`src/rtl/seg7_scan_driver_if.sv`:
```
// ----------------------------------------------------------------------------
// seg7_scan_driver_if
//   Bundle of the load bus and display pins of the 4-digit scan driver.
//
//   Signals:
//     load       host -> driver  capture value/dots/dig_en into pending register
//     value      host -> driver  16-bit hex value, nibble i on digit i
//     dots       host -> driver  dot (segment h) request per digit
//     dig_en     host -> driver  per-digit enable
//     pending    driver -> host  captured data not yet on the display
//     frame_tick driver -> host  one-cycle pulse at each frame end
//     abcdefgh   driver -> pins  segments, active-low (bit7 = a, bit0 = h)
//     digit      driver -> pins  digit selects, active-low (bit i = digit i)
//
//   Modports: master = host/bench side, slave = the scan driver.
// ----------------------------------------------------------------------------
interface seg7_scan_driver_if;
    logic        load;
    logic [15:0] value;
    logic [3:0]  dots;
    logic [3:0]  dig_en;
    logic        pending;
    logic        frame_tick;
    logic [7:0]  abcdefgh;
    logic [3:0]  digit;

    modport master (
        output load, value, dots, dig_en,
        input  pending, frame_tick, abcdefgh, digit
    );

    modport slave (
        input  load, value, dots, dig_en,
        output pending, frame_tick, abcdefgh, digit
    );
endinterface

```
`src/rtl/seg7_scan_driver.sv`:
```
// ----------------------------------------------------------------------------
// seg7_scan_driver
//   Round-robin scan driver for a 4-digit multiplexed 7-segment display.
//   New data is captured into a pending register on `load` and moved into the
//   active (displayed) register only at a frame boundary, so a frame is never
//   drawn from a mix of old and new data. Each digit slot starts with a blank
//   window of BLANK_CYCLES to suppress ghosting while the digit select moves.
//
//   Ports:
//     clk      system clock
//     reset_n  asynchronous active-low reset (synchronous release expected)
//     bus      seg7_scan_driver_if.slave (load/value/dots/dig_en in,
//              pending/frame_tick/abcdefgh/digit out)
//
//   Parameters:
//     REFRESH_DIV   clock cycles per digit slot (>= 2)
//     BLANK_CYCLES  blank cycles at the start of each slot (< REFRESH_DIV)
//
//   Optional feature:
//     SEG7_LEADING_ZERO_BLANK_EN - when defined, leading zero digits (digit 1..3
//     with all higher-or-equal nibbles zero and no dot) are blanked.
//
//   Outputs decode only registered state (cnt, idx, active registers), so the
//   async reset blanks the display immediately.
// ----------------------------------------------------------------------------
module seg7_scan_driver #(
    parameter int REFRESH_DIV  = 50000,
    parameter int BLANK_CYCLES = 64
) (
    input  logic                 clk,
    input  logic                 reset_n,
    seg7_scan_driver_if.slave    bus
);

    localparam int CNT_W = (REFRESH_DIV > 2) ? $clog2(REFRESH_DIV) : 1;
    localparam logic [CNT_W-1:0] CNT_LAST  = CNT_W'(REFRESH_DIV - 1);
    localparam logic [CNT_W-1:0] BLANK_END = CNT_W'(BLANK_CYCLES);

    // Segment lookup, active-high, a..g in bits 7..1, bit 0 (dot) left clear.
    function automatic logic [7:0] seg_lut(input logic [3:0] nib);
        logic [7:0] s;
        case (nib)
            4'h0: s = 8'hFC;  4'h1: s = 8'h60;  4'h2: s = 8'hDA;  4'h3: s = 8'hF2;
            4'h4: s = 8'h66;  4'h5: s = 8'hB6;  4'h6: s = 8'hBE;  4'h7: s = 8'hE0;
            4'h8: s = 8'hFE;  4'h9: s = 8'hF6;  4'hA: s = 8'hEE;  4'hB: s = 8'h3E;
            4'hC: s = 8'h9C;  4'hD: s = 8'h7A;  4'hE: s = 8'h9E;  default: s = 8'h8E;
        endcase
        return s;
    endfunction

    logic [CNT_W-1:0] cnt;
    logic [1:0]       idx;
    logic [15:0]      act_val, pnd_val;
    logic [3:0]       act_dot, pnd_dot;
    logic [3:0]       act_en,  pnd_en;
    logic             pending_q;
    logic             frame_end;

    assign frame_end = (idx == 2'd3) && (cnt == CNT_LAST);

    // Scan counters, pending capture and frame-boundary transfer
    always_ff @(posedge clk or negedge reset_n) begin
        if (!reset_n) begin
            cnt       <= '0;
            idx       <= 2'd0;
            act_val   <= '0;
            act_dot   <= '0;
            act_en    <= '0;
            pnd_val   <= '0;
            pnd_dot   <= '0;
            pnd_en    <= '0;
            pending_q <= 1'b0;
        end else begin
            if (cnt == CNT_LAST) begin
                cnt <= '0;
                idx <= idx + 2'd1;
            end else begin
                cnt <= cnt + 1'b1;
            end

            // The transfer reads the old pending contents, so a load in the
            // frame_tick cycle lands in pending and keeps the flag set.
            if (frame_end && pending_q) begin
                act_val <= pnd_val;
                act_dot <= pnd_dot;
                act_en  <= pnd_en;
            end

            if (bus.load) begin
                pnd_val   <= bus.value;
                pnd_dot   <= bus.dots;
                pnd_en    <= bus.dig_en;
                pending_q <= 1'b1;
            end else if (frame_end && pending_q) begin
                pending_q <= 1'b0;
            end
        end
    end

    logic [15:0] val_shift;
    logic [3:0]  cur_nib;
    logic        cur_dot;
    logic        lz_blank;
    logic        lit;

    always_comb begin
        val_shift = act_val >> {idx, 2'b00};
        cur_nib   = val_shift[3:0];
        cur_dot   = act_dot[idx];

`ifdef SEG7_LEADING_ZERO_BLANK_EN
        // Digit 0 always shows, so a value of zero still reads "0".
        case (idx)
            2'd1:    lz_blank = (act_val[15:4]  == 12'h000) && !act_dot[1];
            2'd2:    lz_blank = (act_val[15:8]  == 8'h00)   && !act_dot[2];
            2'd3:    lz_blank = (act_val[15:12] == 4'h0)    && !act_dot[3];
            default: lz_blank = 1'b0;
        endcase
`else
        lz_blank = 1'b0;
`endif

        lit = (cnt >= BLANK_END) && act_en[idx] && !lz_blank;

        if (lit) begin
            bus.digit    = ~(4'b0001 << idx);
            bus.abcdefgh = ~(seg_lut(cur_nib) | {7'b0, cur_dot});
        end else begin
            bus.digit    = 4'hF;
            bus.abcdefgh = 8'hFF;
        end
    end

    assign bus.pending    = pending_q;
    assign bus.frame_tick = frame_end;

endmodule

```
`src/flat_wrapper.sv`:
```
// flat-port wrapper written by rule: the top's interface ports become plain ports
module seg7_scan_driver_flat 
#(
    parameter int REFRESH_DIV  = 50000,
    parameter int BLANK_CYCLES = 64
)
  (clk, reset_n, bus_load, bus_value, bus_dots, bus_dig_en, bus_pending, bus_frame_tick, bus_abcdefgh, bus_digit);
  seg7_scan_driver_if bus_i ();
  input  logic clk;
  input  logic reset_n;
  input wire logic [$bits(bus_i.load)-1:0] bus_load;
  input wire logic [$bits(bus_i.value)-1:0] bus_value;
  input wire logic [$bits(bus_i.dots)-1:0] bus_dots;
  input wire logic [$bits(bus_i.dig_en)-1:0] bus_dig_en;
  output wire logic [$bits(bus_i.pending)-1:0] bus_pending;
  output wire logic [$bits(bus_i.frame_tick)-1:0] bus_frame_tick;
  output wire logic [$bits(bus_i.abcdefgh)-1:0] bus_abcdefgh;
  output wire logic [$bits(bus_i.digit)-1:0] bus_digit;
  assign bus_i.load = bus_load;
  assign bus_i.value = bus_value;
  assign bus_i.dots = bus_dots;
  assign bus_i.dig_en = bus_dig_en;
  assign bus_pending = bus_i.pending;
  assign bus_frame_tick = bus_i.frame_tick;
  assign bus_abcdefgh = bus_i.abcdefgh;
  assign bus_digit = bus_i.digit;
  seg7_scan_driver #(.REFRESH_DIV(REFRESH_DIV), .BLANK_CYCLES(BLANK_CYCLES)) u_core (.clk(clk), .reset_n(reset_n), .bus(bus_i));
endmodule
```
`config.mk`:
```
export PLATFORM = sky130hd
export DESIGN_NAME = seg7_scan_driver_flat
export DESIGN_NICKNAME = d
export VERILOG_FILES = /design/src/rtl/seg7_scan_driver_if.sv /design/src/rtl/seg7_scan_driver.sv /design/src/flat_wrapper.sv
export SDC_FILE = /design/constraint.sdc
export NUM_CORES = 1
export LEC_CHECK = 0
export ABC_AREA = 1
export BUFFER_PORTS_ARGS = -buffer_cell sky130_fd_sc_hd__buf_2
export CORE_ASPECT_RATIO = 0.8
export CORE_MARGIN = 3
export CORE_UTILIZATION = 58
export CTS_CLUSTER_SIZE = 30
export DETAILED_ROUTE_END_ITERATION = 10
export PLACE_DENSITY = 0.88
export SYNTH_ARGS = -nofsm -noshare
export SYNTH_HDL_FRONTEND = slang
export SYNTH_SLANG_ARGS = --single-unit
```
`constraint.sdc`:
```
create_clock -name clk -period 2.05 [get_ports clk]
set_clock_uncertainty 0.15 [all_clocks]
set_input_delay 0 -clock clk [delete_from_list [all_inputs] [get_ports clk]]
set_output_delay 0 -clock clk [all_outputs]
set_load 0.02 [all_outputs]
```
==> out/results.tsv <==
stage	metric	value	unit
timing	slew of the pin with the lowest slew margin	559	ps
pwr	combinational share of power	0.075	
setup_path	crit path launch	u_core.idx[0]	
clock_tree	number of H-tree levels	3	
timing	final setup vio count	11	
pwr	net switching power	0.718	mW
synth	FF+latch count, synth	67	
timing	fin. max-slew vios	0	
floorplanning	Die ar.	7190	um2
placed_design	GP Congestion	0.924	
timing	Max-slew headroom	0.627	
synth	Seq/Total Area, Yosys	0.466	
detailed_routing	1st-pass router iterations	7	
global_routing	initial antenna violation count	0	
synth	post-synth top area share	0.466	
setup_path	CP startpoint kind	flop	
detailed_routing	vias per cell	6.36	
floorplanning	Die Height	76.5	um
global_routing	vias in the first global route	3790	
outcome	failing checks	setup timing	
layout	area of the multi-input gates	1920	um2
layout	FF+latch area	1680	um2
global_routing	first-pass GRT wire length	18.5	mm
placed_design	dpl cell area	3840	um2
clock_tree	CTS buffer count	9	
setup_path	Worst EP arrival	1990	ps
pwr	VDD IR max	0.575	mV
clock_tree	Clock Latency Late Sink	370	ps
timing	setup TNS	-418	ps
detailed_routing	Total Wirelength	13.8	mm
timing	final setup margin	-88.9	ps
synth	Syn Area/Cell	7.82	um2
setup_path	Reg2Reg Launch Point	u_core.cnt[1]	
layout	fillers	270	
pwr	Flop pwr share	0.502	
synth	Yosys warnings	0	
run	Max Cap Viol	0	
timing	minimum clock period	2140	ps
pwr	PD cells	560	nW/um2
pwr	Int Power	2.06	mW
synth	synth top area cells	dfrtp_1 47%, nand2_1 20%, nand4_1 4.3%	
timing	RSZ-0062 raised after global routing	true	
clock_tree	CTS tree	built	
placed_design	dpl ws	106	ps
setup_path	Req. time, crit path	1900	ps
layout	area delta synth->final	38.1	%
global_routing	GRT overflow	0	
placed_design	IO buf count	40	
synth	Post-Syn Instances	460	
clock_tree	Root Buffer	clkbuf_8	
layout	final standard cell area without fillers	4970	um2
floorplanning	Rows	25	
layout	Layout Nets	605	
synth	Post-Syn Area	3600	um2
clock_tree	Num Clock Sinks	67	
clock_tree	Max Root-Sink Buffers	2	
outcome	status	finished with violations	
detailed_routing	Starting DRT DRC Count	768	
global_routing	GRT Overall Usage	0.333	
floorplanning	area of the core	5940	um2
pwr	P_leak	2.49	nW
floorplanning	Die X	94.1	um
detailed_routing	Vias	4147	
pwr	Overall Power	2.78	mW
global_routing	largest net degree at the start of global routing	68	
pwr	Net Sw Frac	0.258	
synth	post-synth top area cell	dfrtp_1	
detailed_routing	drt wl/cell	21.1	um
floorplanning	IO Count	41	
detailed_routing	Remaining DRCs	0	
timing	fin crit share	1.04	
setup_path	Max FO, Critical Path	8	
synth	syn_nets	499	
detailed_routing	Routed Antenna Nets	0	
worst_hold_path	worst hold path class	in2async	
timing	FMAX	468	MHz
layout	Ant. Diodes	0	
layout	Layout Cells excl Fill	652	
floorplanning	initial core utilization	0.605	
setup_path	Critical Setup Path Class	reg2out	
layout	share of cells above drive strength 1	0.242	
setup_path	crit end category	output pin	
placed_design	Placed Cells	570	
placed_design	post-DP HPWL	5.55	mm
clock_tree	clk slew on worst S/H paths	100	ps
pwr	clock network power share	0.424	
synth	distinct cell type count after synthesis	26	
timing	Hold Vio Cnt, Final	0	
-- flip-flops by register name (all words and copies together), names as in the netlist --
register and flops:
u_core.pnd_dot 4, u_core.cnt 16, u_core.act_val 16, u_core.bus.pending 1, u_core.act_dot 4, u_core.act_en 4
u_core.idx 2, u_core.pnd_val 16, u_core.pnd_en 4
-- power by group through the flow --
stage | Combinational, mW | Sequential, mW | Clock [mW]
floorplan | 0.0483 | 1.40 | 0
global placement | 0.105 | 1.41 | 0
finish | 0.207 | 1.40 | 1.18
detailed placement | 0.110 | 1.41 | 0
CTS | 0.182 | 1.39 | 1.13
global route | 0.223 | 1.40 | 1.23
-- critical path: stages, from the launching register on --
cell     delay, ps
dfrtp_2        500
nand2_1        160
nand3_2        120
nand2_4        140
inv_2           80
ha_1           210
nand2_1         80
nand2_1         60
nand2_1         60
nand3_1         80
buf_6          140
-- cell usage after synthesis --
library cell / number
nand3_1: 30
inv_1: 21
nand4_1: 25
nand3_2: 4
a21oi_1: 3
xor2_1: 8
nand4_4: 1
clkinv_1: 1
o21bai_1: 1
o22ai_1: 1
nand2_4: 1
nor2_1: 37
o21ai_0: 6
dfrtp_1: 67
buf_4: 7
nor2_4: 5
ha_1: 12
nand2_1: 195
nor2_2: 4
inv_2: 9
clkbuf_4: 1
buf_6: 5
nor3_1: 4
o21ai_1: 3
clkbuf_1: 5
nand2_2: 4
-- layout make-up --
cell class,count,area share
clock inverters,5,0.0126
inverters,31,0.0269
well taps,81,0.0204
repair inverters,1,0.00101
multi-input cells,347,0.387
flip-flops and latches,67,0.338
clock buffers,11,0.0285
repair buffers,109,0.186
-- logic make-up (layout without fill, tap and decap cells) --
| family | after synthesis | after routing | share of synthesized area |
|---|---|---|---|
| DFF | 67 | 67 | 0.466 |
| AOI/OAI and AO/OA | 14 | 14 | 0.0205 |
| adders and majority gates | 12 | 12 | 0.0417 |
| and+or+nand+nor | 310 | 313 | 0.382 |
| buffers and inverters | 49 | 157 | 0.0699 |
| xor gates and xnor gates | 8 | 8 | 0.0195 |
-- repair_timing --
item                       CTS  global route
gates resized for setup     23            54
pin swaps                    3            11
buffers inserted             7             6
hold buffers                49             0
hold endpoints to repair    91             0
cloned                       1             3
setup endpoints to repair   13            36
-- metrics by stage --
step,hold WS (ps),util
global placement,-108,0.647
finish,29.8,0.836
global route,80.9,0.836
detailed placement,-108,0.647
floorplan,-446,-
CTS,69.6,0.785
-- final timing paths --
check                                     end  slack, ps  cells after the start
setup / recovery              bus_abcdefgh[4]        -90                     10
setup reg to reg           u_core.act_val[14]        -20                      8
max in group asynchronous       u_core.idx[1]       1420                      3
hold reg to reg              u_core.pnd_en[0]        350                      2
min in group clk             u_core.pnd_en[0]        350                      2
hold / removal              u_core.pnd_val[9]         30                      3
-- per-layer routing --
layer,vias up,share of wire,track usage
li1,1680,-,-
met1,1893,0.33,0.402
met2,428,0.45,0.532
met3,146,0.14,0.0829
met4,0,0.086,0.202
met5,-,0,0
-- layout by cell type, fill, tap and decap left out, drive strengths merged --
master / instances
nand2: 202
dfrtp: 67
nor2: 46
a21oi: 3
xor2: 8
o21bai: 1
clkinv: 5
nand4: 27
clkinvlp: 2
o21ai: 9
dlygate4sd3: 49
inv: 29
o22ai: 1
bufinv: 1
nor3: 4
buf: 60
clkbuf: 11
ha: 12
nand3: 34
Note: power is estimated with default switching activity, not from simulation.
